`src/rtl/sram_port_arbiter.sv`:
```
// sram_port_arbiter
//
// Shares one single-port SRAM macro between two requesters. At most one
// command is granted per cycle. A lone requester is granted in the same
// cycle it asks. When both ask, the winner depends on the build:
//   SRAM_ARB_RR_EN defined   : round-robin; the requester not granted last wins
//   SRAM_ARB_RR_EN undefined : fixed priority; requester 0 always wins
// A granted command drives the macro in the same cycle. A read's data
// returns on the granted requester's response port one cycle later.
//
// Ports
//   clock            single clock, all logic on posedge
//   reset            synchronous, active-high
//   reqN_valid       requester N has a command pending
//   reqN_ready       requester N's command is accepted this cycle
//   reqN_we          1 = write, 0 = read
//   reqN_addr        word address
//   reqN_wdata       write data
//   rspN_valid       read data for requester N is valid this cycle
//   rspN_rdata       read data for requester N (zero when not valid)
//   sram_ce          macro chip enable
//   sram_we          macro write enable
//   sram_addr        macro address (holds its last value when idle)
//   sram_wd          macro write data (holds its last value when idle)
//   sram_rd          macro read data, valid one cycle after a read access
module sram_port_arbiter #(
  parameter int ADDR_W = 8,
  parameter int DATA_W = 32
) (
  input  logic              clock,
  input  logic              reset,

  input  logic              req0_valid,
  output logic              req0_ready,
  input  logic              req0_we,
  input  logic [ADDR_W-1:0] req0_addr,
  input  logic [DATA_W-1:0] req0_wdata,

  input  logic              req1_valid,
  output logic              req1_ready,
  input  logic              req1_we,
  input  logic [ADDR_W-1:0] req1_addr,
  input  logic [DATA_W-1:0] req1_wdata,

  output logic              rsp0_valid,
  output logic [DATA_W-1:0] rsp0_rdata,
  output logic              rsp1_valid,
  output logic [DATA_W-1:0] rsp1_rdata,

  output logic              sram_ce,
  output logic              sram_we,
  output logic [ADDR_W-1:0] sram_addr,
  output logic [DATA_W-1:0] sram_wd,
  input  logic [DATA_W-1:0] sram_rd
);

`ifdef SRAM_ARB_RR_EN
  localparam bit RR_EN = 1'b1;
`else
  localparam bit RR_EN = 1'b0;
`endif

  // Arbitration and response-tracking state.
  logic              last_grant;
  logic              rsp_pending;
  logic              rsp_id;
  logic [ADDR_W-1:0] hold_addr;
  logic [DATA_W-1:0] hold_wd;

  logic              grant0;
  logic              grant1;
  logic              any_grant;
  logic              contend_pick1;
  logic              sel_we;
  logic [ADDR_W-1:0] sel_addr;
  logic [DATA_W-1:0] sel_wd;

  // On contention requester 1 wins only in round-robin mode, and only when
  // requester 0 was the last one served. last_grant is tracked in both modes
  // so that switching builds never changes the state behaviour.
  assign contend_pick1 = RR_EN & ~last_grant;

  // Grant decision. Nothing is granted while reset is held.
  always_comb begin
    grant0 = 1'b0;
    grant1 = 1'b0;
    if (!reset) begin
      if (req0_valid && req1_valid) begin
        grant0 = ~contend_pick1;
        grant1 = contend_pick1;
      end else begin
        grant0 = req0_valid;
        grant1 = req1_valid;
      end
    end
  end

  assign req0_ready = grant0;
  assign req1_ready = grant1;
  assign any_grant  = grant0 | grant1;

  // The winning command's fields.
  assign sel_we   = grant1 ? req1_we    : req0_we;
  assign sel_addr = grant1 ? req1_addr  : req0_addr;
  assign sel_wd   = grant1 ? req1_wdata : req0_wdata;

  // Macro drive. When idle, address and data hold the last driven values so
  // the macro never sees X. Reset forces them to zero immediately.
  always_comb begin
    sram_ce   = any_grant;
    sram_we   = any_grant & sel_we;
    sram_addr = hold_addr;
    sram_wd   = hold_wd;
    if (reset) begin
      sram_addr = '0;
      sram_wd   = '0;
    end else if (any_grant) begin
      sram_addr = sel_addr;
      sram_wd   = sel_wd;
    end
  end

  // State register. A read grant leaves one pending response for the next
  // cycle, tagged with the granted requester.
  always_ff @(posedge clock) begin
    if (reset) begin
      last_grant  <= 1'b1;
      rsp_pending <= 1'b0;
      rsp_id      <= 1'b0;
      hold_addr   <= '0;
      hold_wd     <= '0;
    end else begin
      rsp_pending <= any_grant & ~sel_we;
      rsp_id      <= grant1;
      if (any_grant) begin
        last_grant <= grant1;
        hold_addr  <= sel_addr;
        hold_wd    <= sel_wd;
      end
    end
  end

  // Response ports. Gating with reset suppresses a response that was pending
  // when reset arrived.
  always_comb begin
    rsp0_valid = !reset && rsp_pending && !rsp_id;
    rsp1_valid = !reset && rsp_pending &&  rsp_id;
    rsp0_rdata = rsp0_valid ? sram_rd : '0;
    rsp1_rdata = rsp1_valid ? sram_rd : '0;
  end

endmodule

```
`config.mk`:
```
export PLATFORM = sky130hd
export DESIGN_NAME = sram_port_arbiter
export DESIGN_NICKNAME = d
export VERILOG_FILES = /design/src/rtl/sram_port_arbiter.sv
export SDC_FILE = /design/constraint.sdc
export NUM_CORES = 1
export LEC_CHECK = 0
export CORE_MARGIN = 4
export CORE_UTILIZATION = 28
export DETAILED_ROUTE_END_ITERATION = 6
export GPL_TIMING_DRIVEN = 0
export HOLD_SLACK_MARGIN = 0.12
export PLACE_DENSITY = 0.75
export SYNTH_ARGS = -nofsm -noshare
export SYNTH_HDL_FRONTEND = slang
export SYNTH_SLANG_ARGS = --single-unit
```
`constraint.sdc`:
```
create_clock -name clock -period 1.5 [get_ports clock]
set_input_delay 0.225 -clock clock [delete_from_list [all_inputs] [get_ports clock]]
set_output_delay 0.225 -clock clock [all_outputs]
set_load 0.02 [all_outputs]
```
# Yosys cells after proc, flatten, opt, wreduce, memory -nomap -nowiden
# Cells that the tools add are included.
# totals
mem_bits_rw,0
latch_bits,0
word_cells,27
ff_bits,42
input_bits,118
romBits,0
mem_count,0
# op_classes
n_eq_ne,0
multipliers,0
shifts,0
mux,13
n_lt_le_gt_ge,0
bitwise,4
addsub,0
n_reduce_logical,6
div,0
# ops
op,count
32-bit 2-to-1 mux,5
8-bit 2-to-1 mux,3
1-bit 2-to-1 mux,5
1-bit logical AND,4
1-bit AND,2
1-bit zero test,2
1-bit inverter,1
1-bit OR,1

# Depth between registers and ports, before layout
# Gate-level depths: netlist (run 1).
# depth
ltp_word,6
mapped_depth,4
mapped_depth_nobuf,2

# Worst setup path before layout (run 1)
# Ideal clock, no wire load.
# synth_timing
path_type,input -> output
start,in req0_valid
end,out sram_wd[10]
cell_stages,4
t_required_ns,1.275
arrival_ns,1.237
path_slack_ns,0.038
cell_sequence,buf_4 -> clkbuf_1 -> nor2b_1 -> a211oi_1
# synth_via
elab_chain_len,6
elab_cells_between_ends,9
classes_between,7 x mux; 1 x bitwise; 1 x reduce/logical
# synth_rtl
item,line_no,source
start: declaration,33,"input logic req0_valid,"
1-bit logical AND,88,if (req0_valid && req1_valid) begin
1-bit 2-to-1 mux,88,
1-bit 2-to-1 mux,87,if (!reset) begin
32-bit 2-to-1 mux or 1-bit OR (tied branches),"105, 100",
32-bit 2-to-1 mux * (2 in a row),-,
end: declaration,53,"output logic [DATA_W-1:0] sram_wd,"
# Mark *: on every way between the ends. The rest lies on a longest branch, timed or not.

# Worst setup path in the final report (run 1)
# layout_timing
start,reg rsp_id
end,out rsp1_rdata[6]
# layout_via
elab_chain_len,2
# layout_rtl
item,line_no,source
start: declaration,66,logic rsp_id;
start signal: assignment,134,rsp_id <= grant1;
1-bit logical AND,147,rsp1_valid = !reset && rsp_pending && rsp_id;
32-bit 2-to-1 mux,149,rsp1_rdata = rsp1_valid ? sram_rd : '0;
end: declaration,48,"output logic [DATA_W-1:0] rsp1_rdata,"
# No other way between the ends.

==> flow_metrics.env, run 1 <==
export IMPL_htree_levels=2
export IMPL_dieWidth_um=103
export IMPL_place_ws_ps=-934
export IMPL_synth_cell_types=22
export IMPL_antenna_found_initial=0
export IMPL_clk_pin_slew_ps=80
export IMPL_worstPathRequired_ps=1270
export IMPL_io_pins=228
export IMPL_clock_latency_ps=290
export IMPL_cts_buffer_depth=2
export IMPL_areaGrowthSynthToFinish_pct=114
export IMPL_power_density_nw_per_um2=578
export IMPL_final_cell_mix="clkdlybuf4s50_1 (113), buf_6 (63), and2_4 (42)"
export IMPL_max_slew_margin=0.760
export IMPL_clock_sinks=42
export IMPL_cp_slowest_stage_delay_ps=350
export IMPL_status="complete, but fails checks"
export IMPL_post_dp_hpwl_um=7930
export IMPL_power_leakage_nw=2.37
export IMPL_n_fill_cell=771
export IMPL_worstSetupPathType="flip-flop to primary output"
export IMPL_gp_congestion=0.821
export IMPL_grt_ovfl_total=0
export IMPL_seq_area_frac_synth=0.334
export IMPL_gr_usage_met2=0.333
export IMPL_final_core_util=0.616
export IMPL_drt_wirelength_per_cell_um=16.4
export IMPL_antenna_cells=0
export IMPL_rows=34
export IMPL_min_delay_start="req0_valid"
export IMPL_top_usage_layer="met2"
export IMPL_grt_max_degree=14
export IMPL_use_met3=0.0643
export IMPL_worst_pin_slew_ps=359
export IMPL_die_h_um=103
export IMPL_hold_viol_final=0
export IMPL_hold_ws_ps=247
export IMPL_drcViolationCount=0
export IMPL_critPathTopFamily="simple AND/OR/NAND/NOR gates"
export IMPL_synth_enable_flop_cells=0
export IMPL_hold_depth=3
export IMPL_cts_tree="built"
export IMPL_final_common_cell="clkdlybuf4s50_1"
export IMPL_final_setup_worst_slack_ps=-153
export IMPL_post_route_min_period_ps=1650
export IMPL_period_share=1.10
export IMPL_io_buffer_count=225
export IMPL_die_area_um2=10600
export IMPL_synthesis_nets=383
export IMPL_core_um2=8720
export IMPL_slowest_stage="dfxtp_2"
export IMPL_drtPass1Iterations=4
export IMPL_met1_usage=0.169
export IMPL_grt_pass1_wl_um=14100
export IMPL_rsz0062_at_grt="true"
export IMPL_grt_pass1_vias=2831
export IMPL_setup_tns_final_ps=-6790
export IMPL_num_vias=2832
export IMPL_crit_buf_inv=2
export IMPL_startpoint_type="flip-flop"
export IMPL_final_cells=617
export IMPL_maxSlewViolCount=0
export IMPL_synth_cell_area_um2=2520
export IMPL_drt_total_wl_um=10100
export IMPL_drtIter0Drc=52
export IMPL_root_buffer="clkbuf_8"
export IMPL_startpoint="rsp_id"
export IMPL_fmax_ghz=0.605
export IMPL_skew_ps=0
export IMPL_post_drt_via_cell_ratio=4.59
export IMPL_ys_ff_latch=42
export IMPL_hold_path_class="input pin to flip-flop"
export IMPL_async_flop_share=0
export IMPL_maxCapViolCount=0
export IMPL_netlist_instances=265
export IMPL_r2r_start="hold_wd[20]"
export IMPL_fin_nets=626
export IMPL_ant_nets=0
export IMPL_design_area_um2=5380
export IMPL_worst_ep_arrival_time_ps=1430
export IMPL_initial_core_util=0.289
export IMPL_ys_flop_type="dfxtp_1"
export IMPL_critPathCaptureType="primary output"
export IMPL_worst_path_max_fanout=8
export IMPL_finalPower_mw=3.11
export IMPL_syn_avg_cell_area_um2=9.50
export IMPL_worstSetupPathDepth=4
export IMPL_grt_usage=0.170
export IMPL_yosys_warnings=0
export IMPL_finalSetupViolCount=61
export IMPL_numCtsBuffers=5
export IMPL_vdd_drop_max_mv=0.382
export IMPL_worstRegToRegCells=2
export IMPL_violations="negative setup slack"
export IMPL_worstPathCellList="and3b_2 -> clkbuf_16 -> and2_4 -> buf_6"
export IMPL_post_place_cells=598
export IMPL_dpl_cell_area_um2=4900
export IMPL_drive_gt1_frac=0.468
export IMPL_ctsHoldBuffers=0
-- final timing paths --
check / end / slack [ps]
worst min register to register: hold_wd[16] / 580
worst max-delay path: rsp1_rdata[6] / -150
worst max register to register: hold_wd[20] / 690
worst min-delay path: rsp_pending / 250
-- synthesized netlist by cell type, types with 2 or more instances --
cell	instances	area (µm²)
nor3b_1	2	15.0
and2_1	64	400
dfxtp_1	42	841
nor2b_1	40	250
mux2i_1	40	400
nor2_1	3	11.3
a211oi_1	29	218
clkbuf_1	8	30.0
buf_2	10	50.1
buf_12	4	80.1
a21oi_1	2	10.0
a211oi_2	11	138
-- worst min-delay path, delay by kind of cell --
family / cells / cell delay [ps]
buffers and inverters: 1 / 150
and+or+nand+nor: 1 / 70
AOI/OAI and AO/OA: 1 / 50
-- logic make-up (layout without fill, tap and decap cells) --
family	count (synthesis)	after routing	synth area share
AOI/OAI and AO/OA	42	42	0.145
and+or+nand+nor	115	115	0.288
buffers and inverters	26	270	0.0741
DFF	42	42	0.334
muxes	40	40	0.159
-- power by group --
| group | leakage (nW) | internal [mW] | switching [mW] | total, mW |
|---|---|---|---|---|
| sequential | 0.351 | 1.20 | 0.0205 | 1.22 |
| combinational | 1.98 | 0.622 | 0.493 | 1.12 |
| clock | 0.0472 | 0.370 | 0.402 | 0.772 |
-- layout make-up --
cell class / count / area (µm²) / area share
tap: 108 / 135 / 0.0251
sequential: 42 / 843 / 0.157
clock inverter: 2 / 12.5 / 0.00233
multi-input combinational: 197 / 1770 / 0.330
timing repair buffer: 236 / 2250 / 0.419
inverter: 1 / 3.75 / 0.000698
clock buffer: 6 / 82.6 / 0.0154
buffer: 25 / 273 / 0.0507
-- routing by layer --
layer / part of all wire / vias to the layer above
li1: - / 1392
met2: 0.54 / 139
met1: 0.34 / 1296
met5: 0 / -
met4: 0.0075 / 0
met3: 0.11 / 5
-- what timing repair did --
item | CTS | global route
hold endpoints to repair | 0 | 0
buffers inserted | 3 | 3
gates resized for setup | 669 | 54
setup endpoints to repair | 110 | 106
cloned | 2 | 3
pin swaps | 13 | 24
-- flip-flops by register name, summed over array words and instances, names as in the netlist --
name         cells
rsp_pending      1
hold_wd         32
hold_addr        8
rsp_id           1
No activity file was read; power rests on OpenSTA's default activity.
==> run 2, diff against run 1 <==
==> constraint.sdc (replaced) <==
create_clock -name clock -period 1.9 [get_ports clock]
set_input_delay 0.285 -clock clock [delete_from_list [all_inputs] [get_ports clock]]
set_output_delay 0.285 -clock clock [all_outputs]
set_load 0.02 [all_outputs]
==> flow_metrics.env, run 2 (synthesis gave the netlist of run 1 again) <==
export IMPL_die_h_um=103
export IMPL_drt_total_wl_um=9560
export IMPL_areaGrowthSynthToFinish_pct=86.1
export IMPL_seqPwrFrac=0.410
export IMPL_final_common_cell="clkdlybuf4s50_1"
export IMPL_clkPwrFrac=0.261
export IMPL_combPwrFrac=0.329
export IMPL_drt_wirelength_per_cell_um=15.7
export IMPL_post_dp_hpwl_um=7930
export IMPL_worst_pin_slew_ps=356
export IMPL_grt_pass1_vias=2767
export IMPL_die_area_um2=10600
export IMPL_period_share=0.977
export IMPL_final_cell_mix="clkdlybuf4s50_1 (114), and2_1 (64), clkbuf_2 (63)"
export IMPL_cts_buffer_depth=2
export IMPL_vdd_drop_max_mv=0.309
export IMPL_maxCapViolCount=0
export IMPL_ctsHoldBuffers=0
export IMPL_root_buffer="clkbuf_8"
export IMPL_worst_ep_arrival_time_ps=1570
export IMPL_n_fill_cell=875
export IMPL_antenna_cells=0
export IMPL_regMostFlops="hold_wd"
export IMPL_hold_viol_final=0
export IMPL_largest_reg_flops=32
export IMPL_max_slew_margin=0.763
export IMPL_final_core_util=0.537
export IMPL_io_buffer_count=225
export IMPL_power_leakage_nw=2.18
export IMPL_initial_core_util=0.289
export IMPL_fmax_ghz=0.539
export IMPL_maxSlewViolCount=0
export IMPL_num_vias=2748
export IMPL_p_sw_frac=0.292
export IMPL_worst_path_max_fanout=10
export IMPL_clock_sinks=42
export IMPL_dieWidth_um=103
export IMPL_path_common_cell="dlygate4sd2_1"
export IMPL_grt_max_degree=14
export IMPL_cp_slowest_stage_delay_ps=380
export IMPL_clock_latency_ps=290
export IMPL_startpoint_type="input pin"
export IMPL_worstPathRequired_ps=1620
export IMPL_regArea_um2=841
export IMPL_io_pins=228
export IMPL_drive_gt1_frac=0.256
export IMPL_hold_path_class="input pin to flip-flop"
export IMPL_skew_ps=0
export IMPL_drtIter0Drc=34
export IMPL_fin_nets=617
export IMPL_final_setup_worst_slack_ps=43.4
export IMPL_ant_nets=0
export IMPL_p_sw_mw=0.684
export IMPL_r2r_slack_ps=1090
export IMPL_grt_ovfl_total=0
export IMPL_antenna_found_initial=0
export IMPL_drcViolationCount=0
export IMPL_grt_pass1_wl_um=13800
export IMPL_status="finished, final reports clean"
export IMPL_gp_congestion=0.821
export IMPL_grt_usage=0.166
export IMPL_cts_tree="built"
export IMPL_p_int_mw=1.66
export IMPL_finalSetupViolCount=0
export IMPL_slowest_stage="dlygate4sd2_1"
export IMPL_critPathCaptureType="primary output"
export IMPL_drtPass1Iterations=4
export IMPL_post_route_min_period_ps=1860
export IMPL_place_ws_ps=-654
export IMPL_clk_pin_slew_ps=80
export IMPL_crit_buf_inv=4
export IMPL_largestRegisters="hold_wd x32, hold_addr x8"
export IMPL_worstPathCellList="dlygate4sd2_1 -> buf_4 -> buf_2 -> a211oi_1 -> dlygate4sd2_1"
export IMPL_htree_levels=2
export IMPL_numCtsBuffers=5
export IMPL_power_density_nw_per_um2=501
export IMPL_post_drt_via_cell_ratio=4.52
export IMPL_multi_input_area_um2=1530
export IMPL_critPathTopFamily="buffers and inverters"
export IMPL_worstSetupPathType="input pin to primary output"
export IMPL_core_um2=8720
export IMPL_rows=34
-- run 2: cell types whose count changed in the layout (fill, tap and decap cells not counted), sizes merged --
cell / delta
clkbuf: +59
dlymetal6s2s: -1
clkdlybuf4s50: +1
clkdlybuf4s15: +5
buf: -103
dlygate4sd2: +30
-- run 2: layer usage --
metal  part of all wire  vias to the layer above  track usage
met5                  0                        -            0
met4             0.0080                        0       0.0388
met3               0.11                        5       0.0656
met2               0.51                      140        0.316
met1               0.37                     1231        0.170
li1                   -                     1372            -
-- run 2: power groups by stage --
stage | Sequential (mW) | Combinational, mW | Clock (mW)
4_1_cts | 0.962 | 0.780 | 0.641
3_5_place_dp | 0.983 | 0.829 | 0
5_1_grt | 0.968 | 0.828 | 0.676
6_report | 0.961 | 0.772 | 0.613
2_1_floorplan | 0.978 | 0.366 | 0
3_3_place_gp | 0.980 | 0.822 | 0
-- run 2: through the flow --
| step | power, mW | cell area [µm²] | hold slack [ps] | cells | setup TNS [ps] |
|---|---|---|---|---|---|
| after floorplan | 1.34 | 2520 | 462 | 265 | 0 |
| after global placement | 1.80 | 4900 | 543 | 598 | -50200 |
| after detailed placement | 1.81 | 4900 | 547 | 598 | -51190 |
| after CTS | 2.38 | 4900 | 300 | 607 | 0 |
| after global routing | 2.47 | 4680 | 354 | 608 | -1.33 |
| final | 2.35 | 4680 | 313 | 608 | 0 |
-- run 2: area by class of cell --
class | count | area share
Buffer | 25 | 0.0430
Sequential cell | 42 | 0.179
Timing Repair Buffer | 227 | 0.401
Multi-Input combinational cell | 197 | 0.326
Clock inverter | 2 | 0.00267
Clock buffer | 6 | 0.0176
Tap cell | 108 | 0.0288
Inverter | 1 | 0.000801
-- run 2: final timing paths --
kind                start      endpoint  depth (start not counted)
max reg2reg  hold_addr[6]  hold_addr[6]                          2
min            req0_valid   rsp_pending                          3
max                 reset    sram_wd[1]                          5
min reg2reg  hold_addr[7]  hold_addr[7]                          2
-- run 2: repair_timing --
item                       4_1_cts  5_1_grt
pin swaps                        1        0
gates resized for setup        190      130
setup buffers                    1        1
hold endpoints to repair         0        0
setup endpoints to repair      110       76
-- run 2: worst reg2reg max path, cell delays in order, from the launching register on --
cell	delay [ps]
dfxtp_1	310
mux2i_1	70
a211oi_1	320
==> run 3, diff against run 2 <==
--- a/config.mk
+++ b/config.mk
@@ -5,6 +5,7 @@
 export SDC_FILE = /design/constraint.sdc
 export NUM_CORES = 1
 export LEC_CHECK = 0
+export ABC_AREA = 0
 export CORE_MARGIN = 4
 export CORE_UTILIZATION = 28
 export DETAILED_ROUTE_END_ITERATION = 6
==> results of run 3 <==
Final layout, timing and power as in run 2 (identical DEF).
